==> config.mk <==
export PLATFORM = sky130hd
export DESIGN_NAME = mips_cpu_bus_ctrl
export DESIGN_NICKNAME = d
export VERILOG_FILES = /design/src/rtl/mips_cpu_bus_ctrl.sv
export SDC_FILE = /design/constraint.sdc
export NUM_CORES = 1
export LEC_CHECK = 0
export BUFFER_PORTS_ARGS = -buffer_cell sky130_fd_sc_hd__buf_4
export CORE_MARGIN = 3
export CORE_UTILIZATION = 24
export CTS_CLUSTER_SIZE = 10
export DETAILED_ROUTE_END_ITERATION = 7
export MAX_ROUTING_LAYER = met4
export PLACE_DENSITY_LB_ADDON = 0.3
export SLEW_MARGIN = 0
export SYNTH_ARGS = -nofsm -noshare
export SYNTH_HDL_FRONTEND = slang
export SYNTH_SLANG_ARGS = --single-unit
==> constraint.sdc <==
create_clock -name clk -period 2.3 [get_ports clk]
set_input_delay 0.345 -clock clk [delete_from_list [all_inputs] [get_ports clk]]
set_output_delay 0.345 -clock clk [all_outputs]
set_load 0.02 [all_outputs]
==> src/rtl/mips_cpu_bus_ctrl.sv <==
// MIPS core load/store bridge to an Avalon-MM master: lane steering, alignment check, load extension.
// Optional wait-state timeout abort is compiled in with `define MIPS_BUS_TIMEOUT_EN.
module mips_cpu_bus_ctrl #(
  parameter int WAIT_LIMIT = 255
) (
  input  logic        clk,
  input  logic        reset,
  input  logic        req_valid,
  output logic        req_ready,
  input  logic        req_write,
  input  logic [1:0]  req_size,
  input  logic        req_signed,
  input  logic [31:0] req_addr,
  input  logic [31:0] req_wdata,
  output logic        resp_valid,
  output logic [31:0] resp_rdata,
  output logic        resp_err,
  output logic [31:0] address,
  output logic        read,
  output logic        write,
  input  logic        waitrequest,
  output logic [31:0] writedata,
  output logic [3:0]  byteenable,
  input  logic [31:0] readdata
);

  typedef enum logic [1:0] {IDLE, BUS, RESP} state_t;

  state_t     state;
  logic [1:0] size_p0;
  logic       signed_p0;
  logic [1:0] offset_p0;

`ifdef MIPS_BUS_TIMEOUT_EN
  localparam int CNT_W = (WAIT_LIMIT < 2) ? 1 : $clog2(WAIT_LIMIT + 1);
  localparam logic [CNT_W-1:0] LIMIT_M1 = CNT_W'(WAIT_LIMIT - 1);
  logic [CNT_W-1:0] wait_cnt;
`else
  // Parameter only matters when the timeout is built in.
  logic cfg_unused;
  assign cfg_unused = (WAIT_LIMIT != 0);
`endif

  function automatic logic misaligned(input logic [1:0] size, input logic [1:0] off);
    case (size)
      2'b00:   misaligned = 1'b0;
      2'b01:   misaligned = off[0];
      2'b10:   misaligned = (off != 2'b00);
      default: misaligned = 1'b1;
    endcase
  endfunction

  function automatic logic [3:0] lane_mask(input logic [1:0] size, input logic [1:0] off);
    case (size)
      2'b00:   lane_mask = 4'b0001 << off;
      2'b01:   lane_mask = off[1] ? 4'b1100 : 4'b0011;
      default: lane_mask = 4'b1111;
    endcase
  endfunction

  function automatic logic [31:0] lane_data(input logic [1:0] size, input logic [31:0] wdata);
    case (size)
      2'b00:   lane_data = {4{wdata[7:0]}};
      2'b01:   lane_data = {2{wdata[15:0]}};
      default: lane_data = wdata;
    endcase
  endfunction

  function automatic logic [31:0] load_extend(input logic [1:0] size, input logic sgn,
                                              input logic [1:0] off, input logic [31:0] rdata);
    logic [7:0]  b;
    logic [15:0] h;
    case (off)
      2'b00:   b = rdata[7:0];
      2'b01:   b = rdata[15:8];
      2'b10:   b = rdata[23:16];
      default: b = rdata[31:24];
    endcase
    h = off[1] ? rdata[31:16] : rdata[15:0];
    case (size)
      2'b00:   load_extend = {{24{sgn & b[7]}}, b};
      2'b01:   load_extend = {{16{sgn & h[15]}}, h};
      default: load_extend = rdata;
    endcase
  endfunction

  assign req_ready = (state == IDLE);

  always_ff @(posedge clk or negedge reset) begin
    if (!reset) begin
      state      <= IDLE;
      size_p0    <= 2'b00;
      signed_p0  <= 1'b0;
      offset_p0  <= 2'b00;
      read       <= 1'b0;
      write      <= 1'b0;
      address    <= '0;
      writedata  <= '0;
      byteenable <= 4'b0000;
      resp_valid <= 1'b0;
      resp_err   <= 1'b0;
      resp_rdata <= '0;
`ifdef MIPS_BUS_TIMEOUT_EN
      wait_cnt   <= '0;
`endif
    end else begin
      case (state)
        // Capture stage: latch request, decide between bus cycle and immediate fault.
        IDLE: begin
          resp_valid <= 1'b0;
          resp_err   <= 1'b0;
          resp_rdata <= '0;
          if (req_valid) begin
            size_p0   <= req_size;
            signed_p0 <= req_signed;
            offset_p0 <= req_addr[1:0];
            if (misaligned(req_size, req_addr[1:0])) begin
              state      <= RESP;
              resp_valid <= 1'b1;
              resp_err   <= 1'b1;
            end else begin
              state      <= BUS;
              read       <= ~req_write;
              write      <= req_write;
              address    <= {req_addr[31:2], 2'b00};
              byteenable <= lane_mask(req_size, req_addr[1:0]);
              writedata  <= lane_data(req_size, req_wdata);
`ifdef MIPS_BUS_TIMEOUT_EN
              wait_cnt   <= '0;
`endif
            end
          end
        end
        // Bus stage: hold strobes until the slave stops stalling.
        BUS: begin
          if (!waitrequest) begin
            state      <= RESP;
            read       <= 1'b0;
            write      <= 1'b0;
            byteenable <= 4'b0000;
            resp_valid <= 1'b1;
            resp_err   <= 1'b0;
            resp_rdata <= write ? 32'd0 : load_extend(size_p0, signed_p0, offset_p0, readdata);
          end
`ifdef MIPS_BUS_TIMEOUT_EN
          else if (wait_cnt == LIMIT_M1) begin
            state      <= RESP;
            read       <= 1'b0;
            write      <= 1'b0;
            byteenable <= 4'b0000;
            resp_valid <= 1'b1;
            resp_err   <= 1'b1;
            resp_rdata <= '0;
          end else begin
            wait_cnt <= wait_cnt + 1'b1;
          end
`endif
        end
        // Response stage: single-cycle strobe back to the core.
        RESP: begin
          state      <= IDLE;
          resp_valid <= 1'b0;
          resp_err   <= 1'b0;
          resp_rdata <= '0;
        end
        default: state <= IDLE;
      endcase
    end
  end

endmodule

* Yosys cells after proc, flatten, opt, wreduce, memory -nomap -nowiden *
Cells that the tools add are included.

cells by class
  reduce and logical (&&, ||, !) cells = 15
  mux-type cells = 34
  equality and inequality tests = 10
  shift operators = 1
  bitwise logic cells = 4

operator list
  kind                                                               number
  32-bit one-hot mux with 2 select lines                             3
  32-bit 2-to-1 mux                                                  2
  8-bit one-hot mux with 3 select lines                              1
  16-bit 2-to-1 mux                                                  1
  4-bit 2-to-1 mux                                                   4
  8-bit 2-to-1 mux                                                   2
  4-bit one-hot mux with 2 select lines                              2
  1-bit 2-to-1 mux                                                   10
  1-bit one-hot mux with 3 select lines                              3
  2-bit by 1-bit == test with 1-bit output, second input constant    4
  2-bit zero test                                                    4
  2-bit AND reduction                                                4
  2-bit == test, second input constant                               3
  2-bit 2-to-1 mux                                                   3
  2-bit != test, second input constant                               3
  2-bit nonzero test                                                 3
  1-bit one-hot mux with 2 select lines                              2
  2-bit one-hot mux with 2 select lines                              1
  4-bit AND reduction                                                1
  1-bit by 2-bit left shift with 4-bit output, first input constant  1
  3-bit AND reduction                                                1
  3-bit nonzero test                                                 1
  1-bit bitwise AND                                                  2
  1-bit inverter                                                     2
  2-bit OR reduction                                                 1

storage, ports and cells
  input port bits = 104
  bits in registers = 109

* Logic depth before layout (Yosys ltp) *
  depth in word-level cells = 9
  gate-level depth with buffers = 9

* Worst setup path after synthesis *
OpenSTA, ideal clock, no wires.

  kind = reg-to-reg
  from = register state[0]
  to = register address[10]
  path buffers = 3
  cell stages (with the launch flop) = 9
  data required time = 2175 ps
  arrival = 1773 ps
  library setup time = 125 ps
  setup slack = 402 ps
  cell sequence = dfrtp_1 inv_1 ha_1 buf_4 nand2_2 o21bai_1 buf_6 buf_6 mux2_2

between the ends
  longest elaborated chain between the ends = 2

RTL lines
  item                                  line  RTL
  start, declared                       29    state_t state;
  start signal, assigned                91    state <= IDLE;
  start signal, assigned                118   state <= RESP;
  start signal, assigned                122   state <= BUS;
  2-bit zero test                       n/a
  net req_ready                         9     output logic req_ready,
  3-bit AND reduction (no source line)  n/a
  end signal, assigned                  125   address <= {req_addr[31:2], 2'b00};
  end, declared                         18    output logic [31:0] address,

The timed path passes the listed nets, and every way through them passes these cells.
A chain may end at the register's enable or synchronous reset.

* Worst setup path after layout *
  from = register state[0]
  to = register address[24]

between the ends
  longest elaborated chain between the ends = 2

RTL lines
  item                                  line  RTL
  2-bit zero test                       107   case (state)
  3-bit AND reduction (no source line)  n/a

No other way between the ends.

==> impl_metrics.yaml <==
run_status:
  status: "completed"
worst_setup_path:
  critical_path_class: "reg -> reg"
  start_kind: "flop"
  worstPathArrival_ns: 2.28
  end_kind: "flop"
  cp_data_required_time_ns: 2.53
  path_max_fanout: 24
  ff2ff_path_depth: 6
  rrSetupSlack_ns: 0.26
logic_synthesis:
  synth_top_area_cell: "dfrtp_1"
  syn_inst: 452
  async_reset_ff_frac: 1.00
  netlist_area_mm2: 0.00508
  synth.most_common_cell: "dfrtp_1"
  synth_ff_type: "dfrtp_1"
  synth_cell_types: 43
  yosysTopAreaCellShare: 0.537
  ys_seq_area_frac: 0.537
  avgSynthCellArea_um2: 11.2
  synth_edf_count: 0
  ys_ff_latch: 109
  ys_warn_count: 0
  synth_commonest_cells: "dfrtp_1 (109), o21ai_0 (52), nand2_1 (51)"
  synthTopCellsByArea: "dfrtp_1 (54%), mux2_2 (9.3%), mux2i_1 (6.5%), o21ai_0 (5.1%), nand2_1 (3.8%)"
floorplanning:
  fp.dieW_um: 151
  initial_core_util: 0.248
  pin_count: 209
  rows: 52
  fp.dieH_um: 151
  core_mm2: 0.0205
  die_area_mm2: 0.0229
global_route:
  grt_pass1_vias: 4260
  grt_pass1_wl_um: 23300
  antenna_found_initial: 0
  grt_use_total: 0.135
  grt_max_degree: 110
  grt_overflow: 0
job:
  drv_cap: 0
timing:
  tns_ns: 0
  setup_violations: 0
  clock_skew_ns: 0.00924
  worstMarginPinSlew_ns: 0.635
  rsz0062_at_grt: "no"
  post-route-worst-setup-slack_ns: 0.256
  fin_crit_sh: 0.889
  holdWs_ns: 0.0551
  slew-limit-headroom: 0.577
  finalHoldViolations: 0
  max_freq_mhz: 489
  period_minus_slack_ns: 2.04
  drv_slew: 0
pwr:
  power_density_mw_per_mm2: 1210
  ir_drop_v: 0.000538
  power.leakage_nw: 3.50
cts:
  ctsHoldBuffers: 0
  cts_tree: "built"
  cts-root-buf: "clkbuf_16"
  clock-sinks: 109
  clockBufferDepth: 2
  cts_setup_buffers: 0
  path_clk_slew_ns: 0.08
  cts.htree.levels: 3
  clk_latency_ns: 0.35
  cts_resized: 0
  numCtsBuffers: 9
placed_design:
  placed_area_mm2: 0.00695
  post-dp-hpwl_um: 11600
  dp_slack_ns: 0.263
  place.gp.congestion: 0.846
  io_buffer_count: 206
worst_hold_path:
  hp-class: "in -> async"
route:
  drc: 0
  postRouteAntennaNets: 0
  first_iter_violations: 198
  wirelength_um: 15400
  avgRoutedWirePerCell_um: 16.7
  viasPerCell: 4.51
  vias: 4176
  drt_pass1_iterations: 4
layout:
  fill_cells: 2086
  areaGrowthSynthToFinish_pct: 43.1
  antennaDiodeCount: 0
  design_area_mm2: 0.00727
  nets: 758
  drive_above_1_share: 0.450
  post-route-util: 0.355
==> cells by family after synthesis <==
family,synth area share
compound gates,0.169
fa+ha+maj,0.00739
buf+inv,0.0512
flops,0.537
mux,0.158
other cells,0.000738
simple gates,0.0766
==> worst max-delay path: stages (launching register included) <==
cell and delay [ns]:
dfrtp_1 0.40, inv_1 0.09, ha_1 0.37, nand2_2 0.19, o21bai_4 0.35, buf_12 0.24
mux2_2 0.28
==> path summary, 6_finish.rpt <==
check	startpoint	end
max	state[0]	address[24]
min	reset	resp_rdata[10]
max reg2reg	state[0]	address[24]
min reg2reg	resp_rdata[4]	resp_rdata[4]
max in group asynchronous	reset	address[24]
min in group clk	req_write	read
==> per-layer routing <==
metal,vias up,wire length (um),track usage
met5,-,0,-
met3,15,1520,0.0497
met4,0,211,0.0367
li1,2015,-,-
met1,1983,6570,0.171
met2,163,7140,0.204
==> report_power, final <==
| part | leakage (nW) | total (mW) | internal [mW] | switching [mW] |
|---|---|---|---|---|
| Combinational | 1.97 | 4.05 | 1.81 | 2.25 |
| Clock | 0.149 | 1.66 | 0.913 | 0.745 |
| Sequential | 1.39 | 3.07 | 2.61 | 0.461 |
| Total | 3.50 | 8.78 | 5.32 | 3.45 |
==> sequential cells by signal, summed over array words and instances, names as in the netlist <==
name / cells
signed_p0: 1
resp_valid: 1
resp_rdata: 32
offset_p0: 2
read: 1
resp_err: 1
byteenable: 4
writedata: 32
address: 30
write: 1
size_p0: 2
state: 2
==> cell usage in the layout, fill, tap and decap left out, types with 2 or more instances in the layout <==
cell type,n
a21oi_1,28
a221o_1,10
a221o_2,6
a221oi_1,2
a22o_1,2
a311oi_1,6
buf_12,5
buf_4,215
clkbuf_16,9
clkbuf_8,2
conb_1,2
dfrtp_1,109
ha_1,3
inv_1,16
mux2_2,42
mux2i_1,33
nand2_1,51
nand2b_1,4
nor2_1,14
nor2_2,2
nor2b_1,3
nor3_2,2
o21ai_0,52
o31ai_1,6
o32ai_1,5
or3_1,6
==> per-stage QoR <==
stage / instances / power, mW
3_5_place_dp: 910 / 7.22
2_1_floorplan: 453 / 5.40
5_1_grt: 926 / 9.36
4_1_cts: 926 / 8.92
6_report: 926 / 8.78
3_3_place_gp: 910 / 7.18
==> area by class of cell <==
| class | count | area, um2 | area share |
|---|---|---|---|
| Clock inverter | 4 | 55.1 | 0.00758 |
| Multi-Input combinational cell | 295 | 2110 | 0.291 |
| Inverter | 16 | 60.1 | 0.00827 |
| Tap cell | 270 | 338 | 0.0465 |
| Timing Repair Buffer | 220 | 1710 | 0.236 |
| Sequential cell | 109 | 2730 | 0.375 |
| Clock buffer | 12 | 256 | 0.0353 |
No activity file was read; power rests on OpenSTA's default activity.
